## config.mk

```make
export PLATFORM = sky130hd
export DESIGN_NAME = prefix_adder_pipe
export DESIGN_NICKNAME = d
export VERILOG_FILES = /design/src/rtl/adder_pkg.sv /design/src/rtl/dff.sv /design/src/rtl/prefix_cell.sv /design/src/rtl/prefix_adder_pipe.sv
export SDC_FILE = /design/constraint.sdc
export NUM_CORES = 1
export LEC_CHECK = 0
export ABC_CLOCK_PERIOD_IN_PS = 3850
export BUFFER_PORTS_ARGS = -buffer_cell sky130_fd_sc_hd__buf_4
export CELL_PAD_IN_SITES_DETAIL_PLACEMENT = 0
export CELL_PAD_IN_SITES_GLOBAL_PLACEMENT = 1
export CORE_MARGIN = 1
export CORE_UTILIZATION = 42
export DETAILED_ROUTE_END_ITERATION = 10
export PLACE_DENSITY = 0.78
export SLEW_MARGIN = 0
export SYNTH_ARGS = -nofsm -noshare
export SYNTH_HDL_FRONTEND = slang
export SYNTH_SLANG_ARGS = --single-unit
```

## constraint.sdc

```tcl
create_clock -name clk -period 3.85 [get_ports clk]
set_input_delay 0.1925 -clock clk [delete_from_list [all_inputs] [get_ports clk]]
set_output_delay 0.1925 -clock clk [all_outputs]
set_load 0.01 [all_outputs]
```

## src/rtl/adder_pkg.sv

```systemverilog
// Shared types and constant helpers for the pipelined parallel-prefix adder.
package adder_pkg;

  // Operation select carried on in_mode.
  typedef enum logic [1:0] {
    ADD_M = 2'd0,  // A + B
    SUB_M = 2'd1,  // A - B  (A + ~B + 1)
    INC_M = 2'd2,  // A + 1
    ADC_M = 2'd3   // A + B + cin
  } mode_t;

  // Generate/propagate pair handled by one prefix node.
  typedef struct packed {
    logic g;
    logic p;
  } gp_t;

  // Ceiling log2. Returns 0 for n <= 1.
  function automatic int clog2(input int n);
    int r;
    r = 0;
    for (int i = 0; i < 31; i++) begin
      if ((32'd1 << i) < n) begin
        r = i + 1;
      end
    end
    return r;
  endfunction

  // Number of prefix levels completed before register rank k.
  function automatic int rank_level(input int k, input int lvl, input int pipe);
    return (k * lvl) / pipe;
  endfunction

endpackage

```

## src/rtl/dff.sv

```systemverilog
// Enable flop with a synchronous-reset mux in front; building block for the
// pipeline ranks.
module dff #(
  parameter int W = 1
) (
  input  logic         clk,
  input  logic         rst,
  input  logic         en,
  input  logic [W-1:0] d,
  output logic [W-1:0] q
);

  logic [W-1:0] nxt_s;

  // Reset wins, then load on enable, otherwise hold.
  always_comb begin
    nxt_s = q;
    if (rst) begin
      nxt_s = {W{1'b0}};
    end else if (en) begin
      nxt_s = d;
    end else begin
      nxt_s = q;
    end
  end

  // Storage element.
  always_ff @(posedge clk) begin
    q <= nxt_s;
  end

endmodule

```

## src/rtl/prefix_cell.sv

```systemverilog
// One Kogge-Stone combine node: (G,P) o (G',P') = (G | P&G', P&P').
module prefix_cell
  import adder_pkg::*;
(
  input  gp_t hi,
  input  gp_t lo,
  output gp_t res
);

  assign res.g = hi.g | (hi.p & lo.g);
  assign res.p = hi.p & lo.p;

endmodule

```

## src/rtl/prefix_adder_pipe.sv

```systemverilog
// Pipelined Kogge-Stone adder/subtractor/incrementer with valid/ready
// handshake and a tag that travels with each operation.
//
// The carry-in is folded into the tree as an extra position 0 with
// (g,p) = (c0,0), so extended position j stands for operand bit j-1 and the
// final G at position j is the carry into bit j.
module prefix_adder_pipe
  import adder_pkg::*;
#(
  parameter int WIDTH = 24,
  parameter int PIPE  = 2,
  parameter int TAG_W = 4
) (
  input  logic             clk,
  input  logic             rst,
  input  logic             in_valid,
  output logic             in_ready,
  input  logic [WIDTH-1:0] in_a,
  input  logic [WIDTH-1:0] in_b,
  input  logic             in_cin,
  input  logic [1:0]       in_mode,
  input  logic [TAG_W-1:0] in_tag,
  output logic             out_valid,
  input  logic             out_ready,
  output logic [WIDTH-1:0] out_sum,
  output logic             out_cout,
  output logic             out_ovf,
  output logic             out_zero,
  output logic [TAG_W-1:0] out_tag
);

  localparam int LVL = clog2(WIDTH + 1);
  // Intermediate rank payload: G vector, P vector, bit propagates, tag, valid.
  localparam int RW  = 2 * (WIDTH + 1) + WIDTH + TAG_W + 1;
  // Output rank payload: sum, cout, ovf, zero, tag, valid.
  localparam int OW  = WIDTH + 3 + TAG_W + 1;

  logic             advance_s;
  logic             acc_s;
  logic [WIDTH-1:0] bp_s;
  logic             c0_s;

  // Per stage s: gg_s/pp_s[s][0] is the stage input, [s][l] after level l.
  logic [WIDTH:0]   gg_s  [PIPE][LVL+1];
  logic [WIDTH:0]   pp_s  [PIPE][LVL+1];
  logic [WIDTH-1:0] xp_s  [PIPE];
  logic [TAG_W-1:0] tag_s [PIPE];
  logic             vld_s [PIPE];

  logic [WIDTH-1:0] sum_s;
  logic             cout_s;
  logic             ovf_s;
  logic             zero_s;
  logic [OW-1:0]    out_d_s;
  logic [OW-1:0]    out_q_s;
  logic             unused_s;

  // One global enable: everything moves unless a result is stuck at the output.
  assign advance_s = ~out_valid | out_ready;
  assign in_ready  = advance_s | rst;
  assign acc_s     = in_valid & in_ready;

  // Operand pre-conditioning selects B' and the carry-in for each mode.
  always_comb begin
    bp_s = in_b;
    c0_s = 1'b0;
    case (mode_t'(in_mode))
      ADD_M: begin
        bp_s = in_b;
        c0_s = 1'b0;
      end
      SUB_M: begin
        bp_s = ~in_b;
        c0_s = 1'b1;
      end
      INC_M: begin
        bp_s = {WIDTH{1'b0}};
        c0_s = 1'b1;
      end
      ADC_M: begin
        bp_s = in_b;
        c0_s = in_cin;
      end
      default: begin
        bp_s = in_b;
        c0_s = 1'b0;
      end
    endcase
  end

  // Bit cells, with the carry-in occupying extended position 0.
  assign gg_s[0][0] = {in_a & bp_s, c0_s};
  assign pp_s[0][0] = {in_a ^ bp_s, 1'b0};
  assign xp_s[0]    = in_a ^ bp_s;
  assign tag_s[0]   = in_tag;
  assign vld_s[0]   = acc_s;

  for (genvar s = 0; s < PIPE; s++) begin : g_stage
    // Stage s evaluates levels (LO, HI]; other levels are plain wires here.
    localparam int LO = rank_level(s, LVL, PIPE);
    localparam int HI = rank_level(s + 1, LVL, PIPE);

    for (genvar l = 1; l <= LVL; l++) begin : g_lvl
      localparam int SPAN = 1 << (l - 1);

      if ((l > LO) && (l <= HI)) begin : g_comb
        for (genvar j = 0; j <= WIDTH; j++) begin : g_bit
          if (j >= SPAN) begin : g_node
            gp_t hi_s;
            gp_t lo_s;
            gp_t res_s;

            assign hi_s.g = gg_s[s][l-1][j];
            assign hi_s.p = pp_s[s][l-1][j];
            assign lo_s.g = gg_s[s][l-1][j-SPAN];
            assign lo_s.p = pp_s[s][l-1][j-SPAN];

            prefix_cell u_cell (
              .hi  (hi_s),
              .lo  (lo_s),
              .res (res_s)
            );

            assign gg_s[s][l][j] = res_s.g;
            assign pp_s[s][l][j] = res_s.p;
          end else begin : g_pass
            // Already spans down to position 0; nothing left to combine.
            assign gg_s[s][l][j] = gg_s[s][l-1][j];
            assign pp_s[s][l][j] = pp_s[s][l-1][j];
          end
        end
      end else begin : g_skip
        assign gg_s[s][l] = gg_s[s][l-1];
        assign pp_s[s][l] = pp_s[s][l-1];
      end
    end

    if (s < PIPE - 1) begin : g_rank
      logic [RW-1:0] d_s;
      logic [RW-1:0] q_s;

      assign d_s = {gg_s[s][LVL], pp_s[s][LVL], xp_s[s], tag_s[s], vld_s[s]};

      dff #(.W(RW)) u_rank (
        .clk (clk),
        .rst (rst),
        .en  (advance_s),
        .d   (d_s),
        .q   (q_s)
      );

      assign {gg_s[s+1][0], pp_s[s+1][0], xp_s[s+1], tag_s[s+1], vld_s[s+1]} = q_s;
    end
  end

  // Sum and flags from the completed carry vector of the last stage.
  always_comb begin
    sum_s  = xp_s[PIPE-1] ^ gg_s[PIPE-1][LVL][WIDTH-1:0];
    cout_s = gg_s[PIPE-1][LVL][WIDTH];
    ovf_s  = gg_s[PIPE-1][LVL][WIDTH] ^ gg_s[PIPE-1][LVL][WIDTH-1];
    zero_s = ~|sum_s;
  end

  assign out_d_s = {sum_s, cout_s, ovf_s, zero_s, tag_s[PIPE-1], vld_s[PIPE-1]};

  dff #(.W(OW)) u_out (
    .clk (clk),
    .rst (rst),
    .en  (advance_s),
    .d   (out_d_s),
    .q   (out_q_s)
  );

  assign {out_sum, out_cout, out_ovf, out_zero, out_tag, out_valid} = out_q_s;

  // Group propagates of the final level have no consumer.
  assign unused_s = ^pp_s[PIPE-1][LVL];

endmodule

```

# == Yosys cells after proc, flatten, opt, wreduce, memory -nomap -nowiden ==
# Index checks and enable logic that the tools add are counted.
# word_totals
ff_bits,107
input_bits,59
out_inout_bits,33
word_cells,279
# op_classes
eq_ne,3
mux,2
n_bitwise,267
reduce_logical,5
# ops
op,n
AND 1 bit,165
bitwise OR 1 bit,96
one-hot mux 24 bit (3 select lines),1
XOR 24 bit,2
AND 24 bit,1
NOT 24 bit,1
OR reduction 24 bit,1
"equality test 2 bit, second input constant",2
OR reduction 2 bit,2
one-hot mux 1 bit (3 select lines),1
"equality test 2 x 1 -> 1 bit, second input constant",1
zero test 2 bit,1
zero test 1 bit,1
NOT 1 bit,1
XOR 1 bit,1

# == Logic depth before layout (Yosys ltp) ==
# Gate-level depths: netlist of the first run.
# logic_depth
depth_word,8
ltp_mapped,10

# == Cells and area by module ==
# Synthesis of the first run repeated with hierarchy kept, for this count alone.
# unflattened
hier_cells,644
area_unflattened_um2,6314.8
# modules_own_cells
module,instances,cells_each,area_per_inst_um2,seq_area_each_um2
dff (g_stage[0].g_rank.u_rank),1,255,2788.9,1581.5
prefix_cell,94,2,15.0,0.0
dff (u_out),1,103,1163.6,640.6
prefix_adder_pipe,1,98,950.9,0.0

# == Worst setup path after synthesis of the first run ==
# No wires, ideal clock.
# synth_path
path_kind,in2reg
startpoint,input port in_mode[0]
endpoint,register g_stage[0].g_rank.u_rank.q[46]
setup_time_ns,0.128
t_arrival_ns,1.818
required_time_ns,3.722
setup_slack_ns,1.904
stages,9
cell_sequence,inv_1 > ha_1 > nor2_1 > clkbuf_1 > mux2_2 > ha_1 > and3_1 > a32oi_1 > nor2_1
# synth_rtl
item,line,rtl
start: declaration,prefix_adder_pipe.sv:21,"input logic [1:0] in_mode,"
end signal: assignment,dff.sv:29,q <= nxt_s;
end: declaration,dff.sv:10,output logic [W-1:0] q

==> impl_results.md, run 1 <==
- Net count after synthesis: 746
- Core Area: about 0.012 mm^2
- Via count: 4,723
- Critical path class: input port to flop
- Cell row count: 40
- Synth Area per Inst: 7.97 um^2
- Mapped cell area: about 0.0053 mm^2
- Die area: around 0.013 mm^2
- Status: finished, final reports clean
- Largest net degree at the start of global routing: 67
- Detailed Route WL: 13,800 um
- Final critical-path share of the clock period: 0.553
- Final net count: 816
- First-pass GRT wire length: 22,800 um
- Crit path launch type: input port
- Post-placement cell area: about 0.006 mm^2
- Antenna violations before repair: 0
- Pwr/cell area: 440 mW/mm^2
- Area delta synth->final: 20.6%
- Post-cts sizing count: 0
- Slew of the pin with the lowest slew margin: 0.702 ns
- DP Wirelength: ~9800 um
- Number of flops mapped to enable cells by yosys: 0
- Min Clock Period, post-route: 2.13 ns
- Io pins: 92
- CTS Sinks: 107
- N_diodes: 0
- Clk buf depth: 2
- CTS tree: done
- Antenna Nets Post-Route: 0
- Number of global-route vias before repair: about 4.5k
- VDD IR-drop max: 190 uV
- Max-cap violation count: 0
- Initial detailed-routing violation count: 284
- TNS Setup: 0 ns
- CTS Buf Count: 9
- Port bufs: 91
- Setup violators final: 0
- Final Hold Vio Count: 0
- Worst skew pair latency: about 0.34 ns
- Cells after Synth: 660
- Max H-tree Level: 3
- # Post-CTS Setup Buffers: 0
- Crit path DAT: ~2.3 ns
- Total track usage: 0.222
- Initial Util: 0.434
- Chip height: 114 um
- # fillers: 1,204
- Reg clk slew, reported paths: 0.07 ns
- Yosys warns: 0
- GP Congestion: 0.778
- Fraction of synthesis flops using an asynchronous set or reset pin: 0
- TritonRoute pass-1 iters: 5
- Cell area after layout: 0.00634 mm^2
- Leakage: 2.68 nW
- Final Skew: 0.00543 ns
- Slew Limit Fails: 0
- Fmax achieved: 0.469 GHz
- Hold crit path type: input port to flop
- Fraction of layout cells with a size suffix above 1: 0.200
- DR WL/cell: 15.3 um
- Hold_buf cts: 0
- Netlist cell types: 36
- Grt ovf: 0
- Seq/Total Area, Yosys: 0.407
- Via-per-instance ratio: approximately 5.2
- Root Buffer Master: clkbuf_16
- DRC viols: 0
- RSZ-0062 raised after global routing: no
- Yosys reg bits: 107
- Chip width: 114 um
- Worst setup EP type: flop
- Primary FF master, synth: dfxtp_1
- Worst Path Max Fanout: 25
- Required time worst endpoint: 4.06 ns
- Worst slew margin: 0.532
==> worst max-delay path: stages <==
cell and delay (ns):
buf_4 0.11, inv_1 0.07, ha_1 0.15, buf_4 0.28, nor2_1 0.07, buf_4 0.22
mux2_2 0.29, ha_1 0.36, a21oi_1 0.24, o211ai_1 0.16, o21ai_0 0.12, nor2_1 0.06
==> final timing paths <==
| kind | end | slack, ns | start | cells past startpoint |
|---|---|---|---|---|
| setup / recovery | g_stage[0].g_rank.u_rank.q[72] | 1.72 | in_mode[1] | 12 |
| hold / removal | g_stage[0].g_rank.u_rank.q[2] | 0.10 | in_tag[1] | 3 |
| setup reg to reg | g_stage[0].g_rank.u_rank.q[41] | 1.86 | u_out.q[0] | 5 |
| hold reg to reg | u_out.q[3] | 0.45 | u_out.q[3] | 2 |
==> layout make-up <==
cell class | instances | area [um^2] | share of cell area
clock buffer | 13 | 250 | 0.0395
clock inverter | 2 | 12.5 | 0.00197
inverter | 6 | 22.5 | 0.00355
multi-input combinational | 508 | 2960 | 0.466
sequential | 107 | 2140 | 0.338
tap | 168 | 210 | 0.0331
timing repair buffer | 98 | 748 | 0.118
==> synthesized netlist by cell type, types with 7 or more instances <==
cell | number | share of area
a32oi_1 | 7 | 0.012
nor2_1 | 80 | 0.057
nor3_1 | 13 | 0.012
mux2_2 | 24 | 0.051
a21oi_1 | 103 | 0.098
dfxtp_1 | 107 | 0.41
xnor2_1 | 14 | 0.023
a211oi_1 | 19 | 0.027
o21ai_0 | 27 | 0.026
xor2_1 | 9 | 0.015
clkbuf_1 | 33 | 0.024
nand2_1 | 123 | 0.088
o211ai_1 | 8 | 0.011
nor2b_1 | 13 | 0.015
ha_1 | 27 | 0.064
==> per-layer routing <==
metal / vias to the layer above / track usage / routed length (um)
li1: 2426 / - / -
met1: 2181 / 0.326 / 6890
met2: 108 / 0.341 / 6120
met3: 8 / 0.0271 / 715
met4: 0 / 0.0597 / 112
met5: - / 0 / 0
==> report_power, final <==
group	switching (mW)	internal [mW]
Combinational	0.366	0.298
Clock	0.390	0.453
Sequential	0.0740	1.21
Total	0.830	1.96
==> through the flow <==
step / worst slack (ns) / std cells / hold slack [ns] / total power, mW / util
floorplan: 1.90 / 660 / 0.333 / 1.72 / -
global placement: 1.41 / 887 / 0.438 / 1.96 / 0.502
detailed placement: 1.36 / 887 / 0.443 / 1.97 / 0.502
CTS: 1.70 / 902 / 0.0918 / 2.82 / 0.524
global route: 1.56 / 902 / 0.104 / 2.95 / 0.524
finish: 1.72 / 902 / 0.101 / 2.79 / 0.524
==> flip-flops by register name, indices dropped and copies added, names as in the netlist <==
name	count
g_stage.g_rank.u_rank.q	75
u_out.q	32
==> cell families after synthesis <==
family / count (synthesis) / synth area share
adders and majority gates: 27 / 0.0643
AOI/OAI and AO/OA: 182 / 0.201
DFF: 107 / 0.407
and+or+nand+nor: 252 / 0.205
buffers and inverters: 45 / 0.0321
muxes: 24 / 0.0514
xor gates and xnor gates: 23 / 0.0383
==> cell usage in the layout (no fill, tap or decap), types with 2 or more instances in the layout <==
master,n
nand2_1,123
dfxtp_1,107
a21oi_1,103
buf_4,97
nor2_1,80
o21ai_0,27
ha_1,27
mux2_2,24
a211oi_1,19
xnor2_1,14
nor3_1,13
nor2b_1,12
xor2_1,9
clkbuf_16,9
o211ai_1,8
a32oi_1,7
inv_1,6
a21oi_2,5
nand3_1,5
and3_1,3
nand4_1,3
a21o_1,3
o21bai_1,3
clkbuf_1,3
o21ai_2,2
and4b_1,2
nand3b_1,2
nor3_2,2
nand2b_1,2
Note: power is estimated with default switching activity, not from simulation.
==> inputs of run 2 (changes only) <==
ABC_CLOCK_PERIOD_IN_PS = 1800   (was 3850)
CORE_UTILIZATION = 37   (was 42)
PLACE_DENSITY = 0.73   (was 0.78)
clock period = 1.8 ns   (was 3.85 ns; I/O delays follow)
==> impl_results.md, run 2 (same netlist as run 1, synthesis figures left out) <==
- Pwr/cell area: 917 mW/mm^2 (+110%)
- Chip width: 121 um (+6.4%)
- Cell row count: 43 (+7.5%)
- Final net count: 876 (+7.4%)
- CTS Sinks: 107 (unchanged)
- Min Clock Period, post-route: 1.76 ns
- Clk buf depth: 2 (unchanged)
- Antenna Nets Post-Route: 0 (unchanged)
- CTS Buf Count: 9 (unchanged)
- Crit path DAT: 2.05 ns (-0.29 ns)
- N_diodes: 0 (unchanged)
- VDD IR-drop max: 446 uV (+140%)
- Number of global-route vias before repair: 4,616 (+2.1%)
- Crit path launch type: flop
- Initial detailed-routing violation count: 288 (+1.4%)
- Pre-CTS setup slack: -0.238 ns (-1.60 ns)
- Worst Path Max Fanout: 4 (-84%)
- Largest net degree at the start of global routing: 108 (+61%)
- Worst slew margin: 0.677 (+0.145)
- Initial Util: 0.379 (-0.0553)
- Area delta synth->final: 34.4%
- Max-cap violation count: 0 (unchanged)
- Core Area: 0.0139 mm^2 (+15%)
- Slew Limit Fails: 0 (unchanged)
- Largest reg by FF count: g_stage.g_rank.u_rank.q
- Required time worst endpoint: 2.09 ns (-1.97 ns)
- GP Congestion: 0.789 (+1.3%)
- TritonRoute pass-1 iters: 4 (-1)
- RSZ-0062 raised after global routing: yes
- Detailed Route WL: 14,100 um (+1.6%)
- Max H-tree Level: 3 (unchanged)
- Root Buffer Master: clkbuf_16
- Die area: 0.0147 mm^2 (+13%)
- TNS Setup: 0 ns (unchanged)
- Hold crit path type: input port to flop
- Max reg flops: 75 (unchanged)
- Fraction of layout cells with a size suffix above 1: 0.284 (+0.0840)
- Leakage: 3.05 nW (+14%)
- Chip height: 121 um (+6.4%)
- Final Hold Vio Count: 0 (unchanged)
- Port bufs: 91 (unchanged)
- CTS tree: done
- Slew of the pin with the lowest slew margin: 0.485 ns (-0.218 ns)
- Worst skew pair latency: 0.35 ns (about the same)
- DR WL/cell: 14.4 um (-6.0%)
- Final critical-path share of the clock period: 0.978
- Total track usage: 0.199 (-0.0223)
- Most frequent cells in the layout: buf_4, nand2_1, dfxtp_1, a21oi_1, nor2_1
- Via-per-instance ratio: 5.07 (-3.1%)
- Biggest regs: g_stage.g_rank.u_rank.q (75), u_out.q (32)
- Io pins: 92 (unchanged)
- Worst setup EP type: flop
- Grt ovf: 0 (unchanged)
- DP Wirelength: 10,200 um (+4.1%)
- Via count: 4,945 (+4.7%)
- Setup violators final: 0 (unchanged)
- Status: finished, final reports clean
- Fmax achieved: 0.568 GHz
- DRC viols: 0 (unchanged)
- Final Worst Setup Slack: 0.0394 ns (-1.68 ns)
- First-pass GRT wire length: 23,200 um (+1.8%)
- Antenna violations before repair: 0 (unchanged)
- Final Skew: 0.00538 ns (-0.0000510 ns)
- Critical path class: flop to flop
- Most common cell after layout, fill and taps aside: buf_4
- Reg clk slew, reported paths: 0.07 ns (about the same)
run 2: cell types whose count changed in the layout (fill, tap and decap cells not counted), moves of 3 or more:
| cell | delta |
|---|---|
| dlygate4sd3_1 | +5 |
| buf_12 | +4 |
| a21oi_1 | -5 |
| clkbuf_1 | -3 |
| xnor2_2 | +4 |
| xnor2_1 | -4 |
| buf_4 | +51 |
| a21oi_4 | +4 |
run 2: area by class of cell:
class                           count  area [um^2]
Sequential cell                   107         2140
Fill cell                        1403         6810
Multi-Input combinational cell    508         3110
Clock inverter                      7         76.3
Timing Repair Buffer              158         1260
Inverter                            6         22.5
Tap cell                          180          225
Clock buffer                        9          225
run 2: metal layers:
| layer | vias up | share of wire | track usage |
|---|---|---|---|
| met5 | - | 0 | 0 |
| met4 | 0 | 0.0091 | 0.0640 |
| met3 | 9 | 0.039 | 0.0258 |
| met2 | 100 | 0.45 | 0.298 |
| met1 | 2286 | 0.50 | 0.295 |
| li1 | 2550 | - | - |
run 2: power by group:
| group | internal (mW) | switching, mW | total [mW] |
|---|---|---|---|
| combinational | 0.872 | 0.850 | 1.72 |
| clock | 1.09 | 0.904 | 1.99 |
| sequential | 2.59 | 0.174 | 2.77 |
run 2: path summary, 6_finish.rpt:
kind	from	slack, ns	depth (start not counted)	endpoint
hold reg to reg	u_out.q[4]	0.45	2	u_out.q[4]
setup reg to reg	g_stage[0].g_rank.u_rank.q[34]	0.04	7	u_out.q[5]
hold / removal	in_a[23]	0.21	4	g_stage[0].g_rank.u_rank.q[28]
setup / recovery	g_stage[0].g_rank.u_rank.q[34]	0.04	7	u_out.q[5]
run 2: through the flow:
stage | hold slack (ns) | total power, mW | utilization | instances | area [um^2]
after floorplan | 0.230 | 3.69 | - | 660 | 5260
after global placement | 0.350 | 4.42 | 0.471 | 951 | 6540
after detailed placement | 0.359 | 4.44 | 0.471 | 951 | 6540
after CTS | 0.206 | 6.46 | 0.499 | 973 | 6930
after global routing | 0.248 | 6.85 | 0.509 | 975 | 7070
final | 0.213 | 6.48 | 0.509 | 975 | 7070
run 2: worst max-delay path, cell delays in order, from the launching register on:
cell and delay (ns):
dfxtp_1 0.35, a21oi_4 0.21, o21ai_2 0.12, and4b_1 0.20, nor3_2 0.22, nand3_1 0.16
nor4_4 0.27, a32o_1 0.18
run 2: repair_timing:
item,4_1_cts,5_1_grt
gates cloned,0,0
gates resized for setup,5,23
hold buffers,5,0
setup buffers,1,2
endpoints found under the hold margin,5,0
pin swaps,2,14
endpoints found under the setup margin,2,9
